File: src/rtl/rr_mux_arbiter.sv
// rr_mux_arbiter: round-robin N:1 mux arbiter with a registered output stage
// Optional feature macro: ARB_PKT_LOCK_EN (packet lock: hold the grant until i_last)
// Ports:
//   i_clk, i_rst_n          clock, asynchronous active-low reset
//   i_valid, i_data, i_last per-requester valid, payload, end-of-packet
//   o_ready                 per-requester accept (one-hot or zero)
//   o_valid, o_data         registered output beat
//   o_grant_id              requester that produced o_data
//   i_ready                 downstream accept
module rr_mux_arbiter #(
    parameter int NUM_INPUTS = 4,
    parameter int DATA_WIDTH = 32
) (
    input  logic                                 i_clk,
    input  logic                                 i_rst_n,
    input  logic [NUM_INPUTS-1:0]                i_valid,
    input  logic [NUM_INPUTS-1:0][DATA_WIDTH-1:0] i_data,
    input  logic [NUM_INPUTS-1:0]                i_last,
    output logic [NUM_INPUTS-1:0]                o_ready,
    output logic                                 o_valid,
    output logic [DATA_WIDTH-1:0]                o_data,
    output logic [$clog2(NUM_INPUTS)-1:0]        o_grant_id,
    input  logic                                 i_ready
);
    localparam int IW = $clog2(NUM_INPUTS);

    generate
        if (NUM_INPUTS < 2 || (NUM_INPUTS & (NUM_INPUTS - 1)) != 0) begin : g_bad_cfg
            $fatal(1, "rr_mux_arbiter: NUM_INPUTS must be a power of two and >= 2");
        end
    endgenerate

    logic [IW-1:0]         r_last;
    logic [NUM_INPUTS-1:0] w_mask;
    logic [NUM_INPUTS-1:0] w_elig;
    logic [IW-1:0]         w_gnt;
    logic                  w_any;
    logic                  w_can_load;
    logic                  w_take;

    assign w_can_load = !o_valid || i_ready;
    assign w_elig     = i_valid & w_mask;

    // Scan downward so the closest requester after r_last is written last and wins;
    // index arithmetic wraps naturally because NUM_INPUTS is a power of two.
    always_comb begin
        w_gnt = '0;
        w_any = 1'b0;
        for (int i = NUM_INPUTS; i >= 1; i--) begin
            if (w_elig[r_last + IW'(i)]) begin
                w_gnt = r_last + IW'(i);
                w_any = 1'b1;
            end
        end
    end

    assign o_ready = (i_rst_n && w_can_load && w_any) ? (NUM_INPUTS'(1) << w_gnt) : '0;
    assign w_take  = |o_ready;

    always_ff @(posedge i_clk or negedge i_rst_n) begin
        if (!i_rst_n) begin
            o_valid    <= 1'b0;
            o_data     <= '0;
            o_grant_id <= '0;
            r_last     <= IW'(NUM_INPUTS - 1);
        end else if (w_take) begin
            o_valid    <= 1'b1;
            o_data     <= i_data[w_gnt];
            o_grant_id <= w_gnt;
            r_last     <= w_gnt;
        end else if (i_ready) begin
            o_valid    <= 1'b0;
        end
    end

`ifdef ARB_PKT_LOCK_EN
    typedef enum logic {UNLOCKED, LOCKED} state_t;
    state_t r_state, w_state_nxt;

    always_ff @(posedge i_clk or negedge i_rst_n) begin
        if (!i_rst_n) r_state <= UNLOCKED;
        else          r_state <= w_state_nxt;
    end

    // Any accepted beat either opens/continues a packet (i_last=0) or closes it.
    always_comb begin
        w_state_nxt = r_state;
        if (w_take) w_state_nxt = i_last[w_gnt] ? UNLOCKED : LOCKED;
    end

    // While locked, r_last is the locked requester since only it can be granted.
    always_comb begin
        w_mask = (r_state == LOCKED) ? (NUM_INPUTS'(1) << r_last) : '1;
    end
`else
    assign w_mask = '1;
    logic w_unused;
    assign w_unused = ^i_last;
`endif

endmodule
File: config.mk
export PLATFORM = sky130hd
export DESIGN_NAME = rr_mux_arbiter
export DESIGN_NICKNAME = d
export VERILOG_FILES = /design/src/rtl/rr_mux_arbiter.sv
export SDC_FILE = /design/constraint.sdc
export NUM_CORES = 1
export LEC_CHECK = 0
export ABC_AREA = 1
export BUFFER_PORTS_ARGS = -buffer_cell sky130_fd_sc_hd__buf_2
export CAP_MARGIN = 20
export CORE_AREA = 2 2 93 95
export CTS_CLUSTER_DIAMETER = 30
export DETAILED_ROUTE_END_ITERATION = 10
export DIE_AREA = 0 0 95 97
export PLACE_DENSITY = 0.78
export SYNTH_ARGS = -nofsm -noshare
export SYNTH_HDL_FRONTEND = slang
export SYNTH_SLANG_ARGS = --single-unit
export TNS_END_PERCENT = 50
File: constraint.sdc
create_clock -name i_clk -period 2.3 [get_ports i_clk]
set_clock_uncertainty 0.05 [all_clocks]
set_input_delay 0.575 -clock i_clk [delete_from_list [all_inputs] [get_ports i_clk]]
set_output_delay 0.575 -clock i_clk [all_outputs]
set_load 0.005 [all_outputs]
# Word level (Yosys, flattened, before mapping)
# Cells that the tools add are included.
[classes]
add_sub_neg = 3
muxes = 21
n_shift = 1
n_reduce_logical = 6
n_lt_le_gt_ge = 5
[ops]
columns = ["op", "n"]
rows = [
  ["32-bit binary-select mux with 2-bit select", 1],
  ["32-bit 2-to-1 mux", 1],
  ["2-bit by 3-bit < comparator with 1-bit output, second input constant", 5],
  ["1-bit 2-to-1 mux", 10],
  ["1-bit binary-select mux with 2-bit select", 4],
  ["2-bit 2-to-1 mux", 4],
  ["2-bit adder, second input constant", 2],
  ["4-bit 2-to-1 mux", 1],
  ["4-bit OR reduction", 1],
  ["1-bit by 2-bit left shift with 4-bit output, first input constant", 1],
  ["2-bit by 1-bit adder with 2-bit output, second input constant", 1],
  ["1-bit logical AND", 2],
  ["2-bit nonzero test", 1],
  ["1-bit logical NOT", 1],
  ["1-bit logical OR", 1],
]
[totals]
input_bits = 139
register_bits = 37
out_inout_bits = 39
wordCells = 40

# Longest topological paths before layout
[logic_depth]
ltp_word = 10
mapped_depth = 17
ltp_nobuf = 14

# Worst setup path before layout
# OpenSTA, ideal clock, no wires.
[synth_timing]
kind = "flip-flop to output port"
startpoint = "reg r_last[0]"
endpoint = "out o_ready[1]"
stages_incl_launch_ff = 13
required_ns = 1.675
setup_slack_ns = 0.045
arrival_ns = 1.630
n_path_buf = 3
path_cell_list = "dfstp_2 -> buf_6 -> inv_8 -> nand2_2 -> nand2_1 -> and2_4 -> nor2_4 -> nand3_2 -> nand2_2 -> buf_6 -> buf_6 -> nand2_1 -> nor2_1"
[synth_via]
elab_chain_cells = 8
word_cells_on_any_way = 22
cone_classes = "add/sub (3); shift (1); mux (17); reduce/logical (1)"
[synth_rtl]
columns = ["item", "line_no", "text"]
rows = [
  ["from (decl)", "33", "logic [IW-1:0] r_last;"],
  ["from (signal assigned)", "65", "r_last <= IW'(NUM_INPUTS - 1);"],
  ["from (signal assigned)", "70", "r_last <= w_gnt;"],
  ["2-bit adder or 1-bit binary-select mux with 2-bit select (tied branches)", "50, 51", ""],
  ["1-bit binary-select mux with 2-bit select or 1-bit 2-to-1 mux (tied branches)", "50", "if (w_elig[r_last + IW'(i)]) begin"],
  ["1-bit 2-to-1 mux (implied by the code) or 2-bit 2-to-1 mux (tied branches)", "50", ""],
  ["2-bit 2-to-1 mux or 1-bit 2-to-1 mux (tied branches) (3 in series)", "50", ""],
  ["1-bit by 2-bit left shift with 4-bit output or 1-bit logical AND (tied branches)", "57", "assign o_ready = (i_rst_n && w_can_load && w_any) ? (NUM_INPUTS'(1) << w_gnt) : '0;"],
  ["4-bit 2-to-1 mux (*)", "57", ""],
  ["to (decl)", "19", "output logic [NUM_INPUTS-1:0] o_ready,"],
]
# Mark *: on every way between the ends. The rest lies on a longest branch, timed or not. The select of a mux whose other input is x is not followed.

# Worst setup path in the final report
[layout_timing]
startpoint = "reg r_last[0]"
endpoint = "out o_ready[3]"
# The elaborated chain is that of the path after synthesis.

==> impl_metrics.csv <==
group,metric,value,unit
placement,dpl.hpwl,7200,um
timing,setup_slack,-0.310,ns
route,ant_nets,0,
power,power.total,0.00767,W
worst_setup_path,crit_buf_inv,2,
synthesis,syn_inst,586,
synthesis,yosysUniqueCellTypes,22,
worst_setup_path,worstPathCellList,"inv_8 -> nand2_2 -> nand2_1 -> and2_4 -> nor2_4 -> nand3_4 -> nand2_4 -> nand2_4 -> nor2_4 -> buf_2",
worst_setup_path,cp-endpoint,"o_ready[3]",
worst_setup_path,criticalPathCategory,"register to output pin",
floorplanning,rows,33,
worst_setup_path,crit_path_start_kind,"register",
timing,slew_headroom,68.9,%
timing,slew_viol_final,0,
worst_setup_path,cpMaxStageDelayCell,"dfstp_2",
global_routing,grt_max_degree,65,
floorplanning,die_width,95,um
cells_and_area,final_common_cell,"nand2_1",
clock_network,cts_tree,"done",
synthesis,synth_seq_cells,37,
route,wirelength,10400,um
clock_network,cts_made_buffers,5,
placement,dp_slack,-0.101,ns
route,avgRoutedWirePerCell,12.0,um
route,drt_iter0_markers,179,
worst_setup_path,ff2ff_setup_slack,0.03,ns
route,viasPerCell,4.66,
cells_and_area,area_growth,38.6,%
global_routing,grt_pass1_vias,3816,
synthesis,synthArstFlopShare,100,%
worst_setup_path,reg2reg_to,"o_data[27]",
clock_network,cts_buffer_depth,2,
worst_setup_path,setup.worst_path.start,"r_last[0]",
route,first_pass_iters,4,
power,ir_drop,0.824,mV
worst_setup_path,max_stage_delay,0.67,ns
clock_network,clock_latency,0.29,ns
power,p_leak,3.14,nW
worst_setup_path,crit_required,1.67,ns
worst_setup_path,cp-end-kind,"output pin",
outcome,violations,"negative setup slack",
synthesis,syn-cell-area,3380,um^2
placement,dpl-instance-area,4280,um^2
cells_and_area,fin_util,57.6,%
power,swShare,51.1,%
global_routing,track_usage,22.2,%
clock_network,cts.sinks,37,
worst_setup_path,ff2ff_path_depth,14,
clock_network,postCtsHoldBufs,0,
power,combPwrFrac,78.0,%
floorplanning,ios,178,
worst_setup_path,worst-path-stages,10,
cells_and_area,final_area,4680,um^2
cells_and_area,fill_cells,795,
cells_and_area,drive_gt1_share,34.1,%
power,power_frac_seq,15.5,%
timing,setup_viol,4,
timing,rsz0062_at_grt,"yes",
timing,fin_hold_ws,0.370,ns
synthesis,synth_edf_count,0,
timing,fmax,0.383,GHz
global_routing,grt_antenna_before_repair,0,
cells_and_area,final_cell_mix,"nand2_1, buf_2, inv_1, nand3_1, dfrtp_1",
worst_setup_path,reg2reg_from,"r_last[0]",
floorplanning,fp.dieH,97,um
synthesis,synthFlopType,"dfrtp_1",
synthesis,synth.avg_cell_area,5.76,um^2
floorplanning,initial_core_util,41.5,%
clock_network,cts-root-buf,"clkbuf_8",
clock_network,cts_max_level,2,
power,p_int,0.00375,W
job,cap_viol_max_count,0,
worst_setup_path,cp_max_fo,8,
synthesis,yosysSeqAreaShare,27.5,%
route,route.detailed.drc,0,
timing,final-hold-violation-count,0,
floorplanning,core,8130,um^2
synthesis,yosysWarnings,0,
cells_and_area,final_nets,901,
synthesis,syn_nets,725,
worst_setup_path,crit_arrival,1.98,ns
power,switchingPower,0.00392,W
floorplanning,design.die.area,9220,um^2
worst_setup_path,critPathTopFamily,"simple AND/OR/NAND/NOR gates",
timing,worst_pin_slew,0.467,ns
outcome,status,"complete, but fails checks",
worst_hold_path,hp-class,"input pin to async pin",
cells_and_area,diodes,0,
global_routing,overflow,0,
power,clockPowerShare,6.4,%
placement,port_buffers,173,
timing,period_needed,2.61,ns
clock_network,clk_pin_slew,0.08,ns
timing,period_share,113,%
global_routing,grt_pass1_wl,16600,um
route,vias,4043,
placement,routabilityCongestion,0.783,
power,powerDensity,1640,nW/um^2
==> how the worst min path moves through the flow <==
stage                       to  slack [ns]  cells past startpoint
floorplan            o_data[0]        0.23                      0
global placement    o_data[22]        0.41                      2
finish              o_data[29]        0.37                      2
CTS                 o_data[29]        0.38                      2
detailed placement  o_data[21]        0.41                      2
global route        o_data[29]        0.40                      2
==> cells by family (layout without fill, tap and decap cells) <==
group	Yosys count	count (layout)	synth area share, %
DFF	37	37	27.5
buffers and inverters	174	351	23.2
and+or+nand+nor	371	371	48.5
AOI/OAI and AO/OA	4	4	0.778
==> cell type report <==
type,instances,area [um^2],share of cell area (%)
tap,105,131,2.81
inverter,140,538,11.5
timing repair buffer,203,1210,25.9
clock inverter,1,5.00,0.107
multi-input combinational,375,1770,37.8
sequential,37,928,19.8
clock buffer,7,96.3,2.06
==> metrics by stage <==
stage / setup TNS (ns) / std cells
2_1_floorplan: 0 / 586
6_report: -1.11 / 868
4_1_cts: -0.862 / 868
3_3_place_gp: -0.00895 / 847
5_1_grt: -3.03 / 868
3_5_place_dp: -1.59 / 847
==> layer usage <==
metal | vias up | global-route usage [%] | part of all wire, %
met2 | 152 | 40.7 | 52
li1 | 2078 | - | -
met4 | 0 | 5.91 | 0.88
met3 | 8 | 4.21 | 6.1
met1 | 1805 | 25.9 | 41
met5 | - | 0 | 0
==> synth_stat cells, types with 2 or more instances <==
cell      instances  area share [%]
dfrtp_1          35              26
dfstp_2           2             1.6
nand3_1         130              19
inv_1           136              15
nor2_1            5            0.56
buf_2            14             2.1
buf_6             9             3.0
buf_4             7             1.6
nand3_2           2            0.59
inv_2             2            0.22
nand2_2          23             4.3
o21ai_0           2            0.30
clkbuf_1          3            0.33
nand2_1         208              23
==> registers in the layout, summed over array words and instances, names as in the netlist <==
signal      count
o_valid         1
o_grant_id      2
o_data         32
r_last          2
==> power by group through the flow <==
stage	combinational (W)	sequential, W	clock [W]
after floorplan	0.00383	0.00118	0
after global placement	0.00474	0.00119	0
after detailed placement	0.00488	0.00119	0
after CTS	0.00556	0.00119	0.000509
after global routing	0.00667	0.00123	0.000542
final	0.00598	0.00119	0.000494
==> repair_timing <==
item / in CTS / in global routing
setup endpoints to repair: 36 / 36
gates cloned: 2 / 2
pin swaps: 7 / 5
buffers inserted: 12 / 1
gates resized for setup: 30 / 9
No activity file was read; power rests on OpenSTA's default activity.
